--- config.mk ---
export PLATFORM = sky130hd
export DESIGN_NAME = lsu_mem_master
export DESIGN_NICKNAME = d
export VERILOG_FILES = /design/src/rtl/lsu_pkg.sv /design/src/rtl/lsu_load_align.sv /design/src/rtl/lsu_mem_master.sv
export SDC_FILE = /design/constraint.sdc
export NUM_CORES = 1
export LEC_CHECK = 0
export ABC_AREA = 1
export CORE_MARGIN = 4
export CORE_UTILIZATION = 50
export CTS_BUF_LIST = sky130_fd_sc_hd__clkbuf_8
export CTS_CLUSTER_DIAMETER = 120
export DETAILED_ROUTE_END_ITERATION = 12
export GPL_TIMING_DRIVEN = 0
export PLACE_DENSITY = 0.95
export SLEW_MARGIN = 10
export SYNTH_ARGS = -nofsm -noshare
export SYNTH_HDL_FRONTEND = slang
export SYNTH_HIERARCHICAL = 1
export SYNTH_SLANG_ARGS = --single-unit
--- constraint.sdc ---
create_clock -name clk -period 6.7 [get_ports clk]
set_clock_uncertainty 0.05 [all_clocks]
set_input_delay 1.005 -clock clk [delete_from_list [all_inputs] [get_ports clk]]
set_output_delay 1.005 -clock clk [all_outputs]
set_load 0.01 [all_outputs]
--- src/rtl/lsu_pkg.sv ---
// Shared definitions for the MEM-stage load/store unit: RV32I funct3 codes,
// FSM state encoding and the width of the optional timeout counter.
package lsu_pkg;

    localparam logic [2:0] F3_B  = 3'b000;
    localparam logic [2:0] F3_H  = 3'b001;
    localparam logic [2:0] F3_W  = 3'b010;
    localparam logic [2:0] F3_BU = 3'b100;
    localparam logic [2:0] F3_HU = 3'b101;

    localparam int TO_CNT_W = 8;

    typedef enum logic [1:0] {
        ST_IDLE,
        ST_REQ,
        ST_DONE
    } lsu_state_t;

    // True when the access must not reach memory: misaligned half/word
    // accesses, reserved funct3 codes, or unsigned-load codes used as stores.
    function automatic logic access_bad(input logic       we,
                                        input logic [2:0] f3,
                                        input logic [1:0] a);
        logic illegal;
        logic misaligned;
        illegal    = (f3 == 3'b011) || (f3[2:1] == 2'b11) || (we && f3[2]);
        misaligned = ((f3[1:0] == 2'b01) && a[0]) ||
                     ((f3[1:0] == 2'b10) && (a != 2'b00));
        return illegal || misaligned;
    endfunction

endpackage

--- src/rtl/lsu_load_align.sv ---
// Load data alignment: picks the addressed byte/half out of the memory word
// and sign- or zero-extends it according to funct3.
module lsu_load_align
    import lsu_pkg::*;
(
    input  logic [2:0]  funct3,
    input  logic [1:0]  addr_lo,
    input  logic [31:0] mem_rdata,
    output logic [31:0] rdata
);

    logic [7:0]  byte_lane;
    logic [15:0] half_lane;

    // Lane select followed by extension; unknown codes yield zero.
    always_comb begin
        byte_lane = mem_rdata[8*addr_lo +: 8];
        half_lane = addr_lo[1] ? mem_rdata[31:16] : mem_rdata[15:0];
        case (funct3)
            F3_B:    rdata = {{24{byte_lane[7]}}, byte_lane};
            F3_H:    rdata = {{16{half_lane[15]}}, half_lane};
            F3_W:    rdata = mem_rdata;
            F3_BU:   rdata = {24'h0, byte_lane};
            F3_HU:   rdata = {16'h0, half_lane};
            default: rdata = 32'h0;
        endcase
    end

endmodule

--- src/rtl/lsu_mem_master.sv ---
// MEM-stage load/store initiator: latches a pipeline access, issues it to the
// word-organised data memory over a req/ready handshake and returns a
// one-cycle response. Optional macro LSU_TIMEOUT_EN adds a REQ-state
// watchdog that faults after TIMEOUT_CYCLES cycles without mem_ready.
module lsu_mem_master
    import lsu_pkg::*;
#(
    parameter int ADDR_W         = 32,
    parameter int TIMEOUT_CYCLES = 255
) (
    input  logic              clk,
    input  logic              rst,
    input  logic              req_valid,
    input  logic              req_we,
    input  logic [2:0]        req_funct3,
    input  logic [ADDR_W-1:0] req_addr,
    input  logic [31:0]       req_wdata,
    output logic              stall,
    output logic              rsp_valid,
    output logic [31:0]       rsp_rdata,
    output logic              fault,
    output logic              mem_req,
    output logic              mem_we,
    output logic [ADDR_W-1:0] mem_addr,
    output logic [3:0]        mem_be,
    output logic [31:0]       mem_wdata,
    input  logic              mem_ready,
    input  logic [31:0]       mem_rdata
);

    localparam logic [TO_CNT_W-1:0] TO_LIMIT = TO_CNT_W'(TIMEOUT_CYCLES - 1);

    lsu_state_t        state, next_state;
    logic              lat_we;
    logic [2:0]        lat_f3;
    logic [ADDR_W-1:0] lat_addr;
    logic [31:0]       lat_wdata;
    logic [31:0]       rdata_q;
    logic              fault_q;
    logic [31:0]       load_data;
    logic              timeout_hit;
    logic              req_bad;
    logic [3:0]        be_w;
    logic [31:0]       wdata_w;

    assign req_bad = access_bad(req_we, req_funct3, req_addr[1:0]);

    lsu_load_align u_align (
        .funct3    (lat_f3),
        .addr_lo   (lat_addr[1:0]),
        .mem_rdata (mem_rdata),
        .rdata     (load_data)
    );

`ifdef LSU_TIMEOUT_EN
    logic [TO_CNT_W-1:0] to_cnt;

    // Watchdog counter: zero outside REQ, counts REQ cycles without ready.
    always_ff @(posedge clk or posedge rst) begin
        if (rst)
            to_cnt <= '0;
        else if (state != ST_REQ)
            to_cnt <= '0;
        else if (!mem_ready)
            to_cnt <= to_cnt + 1'b1;
    end

    assign timeout_hit = (state == ST_REQ) && !mem_ready && (to_cnt == TO_LIMIT);
`else
    logic unused_timeout_cfg;
    assign unused_timeout_cfg = ^TO_LIMIT;
    assign timeout_hit = 1'b0;
`endif

    // State register.
    always_ff @(posedge clk or posedge rst) begin
        if (rst)
            state <= ST_IDLE;
        else
            state <= next_state;
    end

    // Next-state logic and the externally visible handshake/response outputs.
    always_comb begin
        next_state = state;
        stall      = 1'b0;
        rsp_valid  = 1'b0;
        fault      = 1'b0;
        rsp_rdata  = 32'h0;
        case (state)
            ST_IDLE: begin
                stall = req_valid;
                if (req_valid)
                    next_state = req_bad ? ST_DONE : ST_REQ;
            end
            ST_REQ: begin
                stall = 1'b1;
                if (mem_ready || timeout_hit)
                    next_state = ST_DONE;
            end
            ST_DONE: begin
                rsp_valid  = 1'b1;
                fault      = fault_q;
                rsp_rdata  = rdata_q;
                next_state = ST_IDLE;
            end
            default: next_state = ST_IDLE;
        endcase
    end

    // Byte enables and lane-replicated store data from the latched access.
    always_comb begin
        case (lat_f3[1:0])
            2'b00: begin
                be_w    = 4'b0001 << lat_addr[1:0];
                wdata_w = {4{lat_wdata[7:0]}};
            end
            2'b01: begin
                be_w    = 4'b0011 << {lat_addr[1], 1'b0};
                wdata_w = {2{lat_wdata[15:0]}};
            end
            default: begin
                be_w    = 4'b1111;
                wdata_w = lat_wdata;
            end
        endcase
    end

    // Memory-side outputs are only driven while a request is outstanding.
    always_comb begin
        mem_req   = (state == ST_REQ);
        mem_we    = 1'b0;
        mem_addr  = '0;
        mem_be    = 4'b0000;
        mem_wdata = 32'h0;
        if (state == ST_REQ) begin
            mem_we    = lat_we;
            mem_addr  = {lat_addr[ADDR_W-1:2], 2'b00};
            mem_be    = be_w;
            mem_wdata = wdata_w;
        end
    end

    // Access latch and response registers.
    always_ff @(posedge clk or posedge rst) begin
        if (rst) begin
            lat_we    <= 1'b0;
            lat_f3    <= 3'b000;
            lat_addr  <= '0;
            lat_wdata <= 32'h0;
            rdata_q   <= 32'h0;
            fault_q   <= 1'b0;
        end else begin
            case (state)
                ST_IDLE: begin
                    if (req_valid) begin
                        lat_we    <= req_we;
                        lat_f3    <= req_funct3;
                        lat_addr  <= req_addr;
                        lat_wdata <= req_wdata;
                        rdata_q   <= 32'h0;
                        fault_q   <= req_bad;
                    end
                end
                ST_REQ: begin
                    if (mem_ready) begin
                        rdata_q <= lat_we ? 32'h0 : load_data;
                        fault_q <= 1'b0;
                    end else if (timeout_hit) begin
                        rdata_q <= 32'h0;
                        fault_q <= 1'b1;
                    end
                end
                default: ;
            endcase
        end
    end

endmodule

==> flow_summary.toml <==
[outcome]
status = "finished, final reports clean"

[yosys]
yosysTopAreaCellShare = 0.440
synth_ff_type = "dfrtp_1"
synth.distinct_cells = 24
synth_top_cell_by_area = "dfrtp_1"
synth_area_mm2 = 0.00586
seq_area_frac_synth = 0.440
yosys_warnings = 6
synth_edf_count = 0
syn_area_per_cell_um2 = 6.81
synth.area.top_cells = "dfrtp_1 (44%), nand2_1 (18%), nor2_1 (7.9%), inv_1 (7.8%), o21ai_0 (4.4%)"
postSynthCellCount = 860
synthArstFlopShare = 1.00
synth_seq_cells = 103

[global_routing]
grt_antenna_before_repair = 0
grt_pass1_wl_um = 29800
gr-total-overflow = 0
grt_max_degree = 53
grt_pass1_vias = 6096
grtUsageTotal = 0.282

[route]
first_iter_violations = 451
vias_per_cell = 5.11
first_pass_iters = 5
drc = 0
drt_wl_total_um = 18800
routedWlPerCell_um = 15.4
drtAntennaViolNets = 0
dr_total_vias = 6257

[layout]
fin_cells = 1224
fin_nets = 1182
drive_above_1_share = 0.0574
area_growth_pct = 41.8
diodes = 0
finalInstanceArea_mm2 = 0.00831
post-route-util = 0.724

[sta]
fin_hold_ws_ps = 428
post-route-min-period_ps = 3860
rsz0062_at_grt = "no"
fin_ws_ps = 2840
slew-limit-headroom = 0.557
hold_viol_final = 0
setup_viol = 0
min_period_over_period = 0.576
fmax_mhz = 259
drv_slew = 0
tightest_slew_ps = 664
setup_tns_ps = 0

[power]
power_density_mw_per_mm2 = 258
p_total_mw = 2.14
p_leak_nw = 4.08
peakVddDrop_mv = 0.156

[cts]
insertion_delay_ps = 370
cts_tree = "built"
cts_setup_buffers = 0
cts_buffers = 9
cts_sinks = 103
ctsHoldBuffers = 0
htreeDepth = 3
cts_resized = 0
cts_max_path_buffers = 2
cts-root-buf = "clkbuf_8"
clk_pin_slew_ps = 90

[worst_setup_path]
endpoint_kind = "output port"
arrival_ps = 2810
required_ps = 5640
cp_max_fo = 10
crit_top_cell = "clkdlybuf4s50_1"
crit_chain = "clkdlybuf4s50_1 -> inv_1 -> nor2_4 -> nand2_2 -> clkbuf_1 -> nand2_1 -> clkdlybuf4s50_1"
criticalPathCategory = "in2out"
slowest_delay_ps = 510
critPathLaunchType = "input port"
slowest_stage = "clkdlybuf4s50_1"

[floorplanning]
start_util = 0.511
die_x_um = 116
die_y_um = 116
num_io_pins = 209
coreArea_mm2 = 0.0115
rows = 39
fp.dieArea_mm2 = 0.0135

[placed_design]
dp_slack_ps = 2890
hpwl_um = 14700
place_inst = 1210
portBuffers = 205
place_area_mm2 = 0.00812
routabilityCongestion = 0.954

[hold_path]
hold_path.class = "reg2reg"

[flow_run]
drv_cap = 0
==> synthesized netlist by cell type (4+ instances only) <==
cell type	number
o21ai_0	52
inv_2	4
buf_2	11
o21ai_1	19
dfrtp_1	103
buf_6	15
nor2_1	124
inv_1	121
a21oi_1	23
nand2_2	4
nor2_4	4
clkbuf_1	18
nand3_1	31
nand4_1	32
buf_4	4
nand2_1	286
==> area by class of cell <==
| type | instances | area (um^2) |
|---|---|---|
| plain buffers | 49 | 325 |
| well taps | 143 | 179 |
| multi-input cells | 581 | 2480 |
| fillers | 902 | 3160 |
| flip-flops and latches | 103 | 2580 |
| inverters | 128 | 485 |
| clock inverters | 5 | 60.1 |
| repair buffers | 206 | 2080 |
| clock buffers | 9 | 124 |
==> where the power goes <==
group          switching, mW  internal, mW
combinational          0.568         0.353
sequential            0.0718         0.763
clock                  0.218         0.171
==> logic make-up (layout without fill, tap and decap cells) <==
kind of cell | after synthesis | after routing | synth area share
flip-flops | 103 | 103 | 0.440
buffers and inverters | 177 | 397 | 0.138
other | 1 | 2 | 0.000640
AND/OR/NAND/NOR | 484 | 484 | 0.340
AO/OA/AOI/OAI | 95 | 95 | 0.0818
==> flip-flops by register name, indices dropped and copies added (netlist names) <==
signal	count
fault_q	1
lat_addr	32
lat_f3	3
lat_wdata	32
lat_we	1
rdata_q	32
state	2
==> path summary, 6_finish.rpt <==
path                            start            to  slack (ps)  depth (start not counted)
setup / recovery            req_valid         stall        2840                          7
hold / removal             rdata_q[0]    rdata_q[0]         430                          2
setup reg to reg            lat_f3[1]    rdata_q[4]        4940                          6
hold reg to reg            rdata_q[0]    rdata_q[0]         430                          2
max in group asynchronous         rst   rdata_q[14]        4880                          3
min in group asynchronous         rst  lat_addr[16]        1040                          2
==> cell usage in the layout, fill, tap and decap left out <==
| cell | synthesis | layout |
|---|---|---|
| nand2_2 | 4 | 4 |
| o21ai_2 | 1 | 1 |
| buf_4 | 4 | 4 |
| buf_6 | 15 | 15 |
| o21ai_0 | 52 | 52 |
| clkinv_4 | 0 | 1 |
| clkdlybuf4s50_1 | 0 | 205 |
| inv_8 | 0 | 1 |
| nor2_1 | 124 | 124 |
| clkinv_2 | 0 | 2 |
| conb_1 | 1 | 2 |
| inv_1 | 121 | 120 |
| nand2_1 | 286 | 286 |
| clkinv_1 | 2 | 2 |
| o21ai_1 | 19 | 19 |
| buf_2 | 11 | 11 |
| nor2_2 | 1 | 1 |
| nand3b_1 | 1 | 1 |
| dfrtp_1 | 103 | 103 |
| clkbuf_1 | 18 | 18 |
| nor2_4 | 4 | 4 |
| nand4_1 | 32 | 32 |
| nand2_4 | 1 | 1 |
| buf_1 | 1 | 1 |
| buf_16 | 0 | 1 |
| inv_2 | 4 | 4 |
| nand3_1 | 31 | 31 |
| clkbuf_8 | 0 | 9 |
| bufinv_16 | 0 | 1 |
| a21oi_1 | 23 | 23 |
| inv_4 | 1 | 2 |
==> layer usage <==
layer / up-vias / global-route usage / wire, um
li1: 3052 / - / -
met1: 2874 / 0.342 / 7370
met4: 0 / 0.0959 / 544
met2: 295 / 0.470 / 8860
met3: 36 / 0.0969 / 2020
met5: - / 0 / 0
==> worst max-delay path, delay by kind of cell <==
kind / cells / cell delay, ps
buf+inv: 4 / 1510
simple gates: 3 / 290
(Power assumes the default switching activity.)
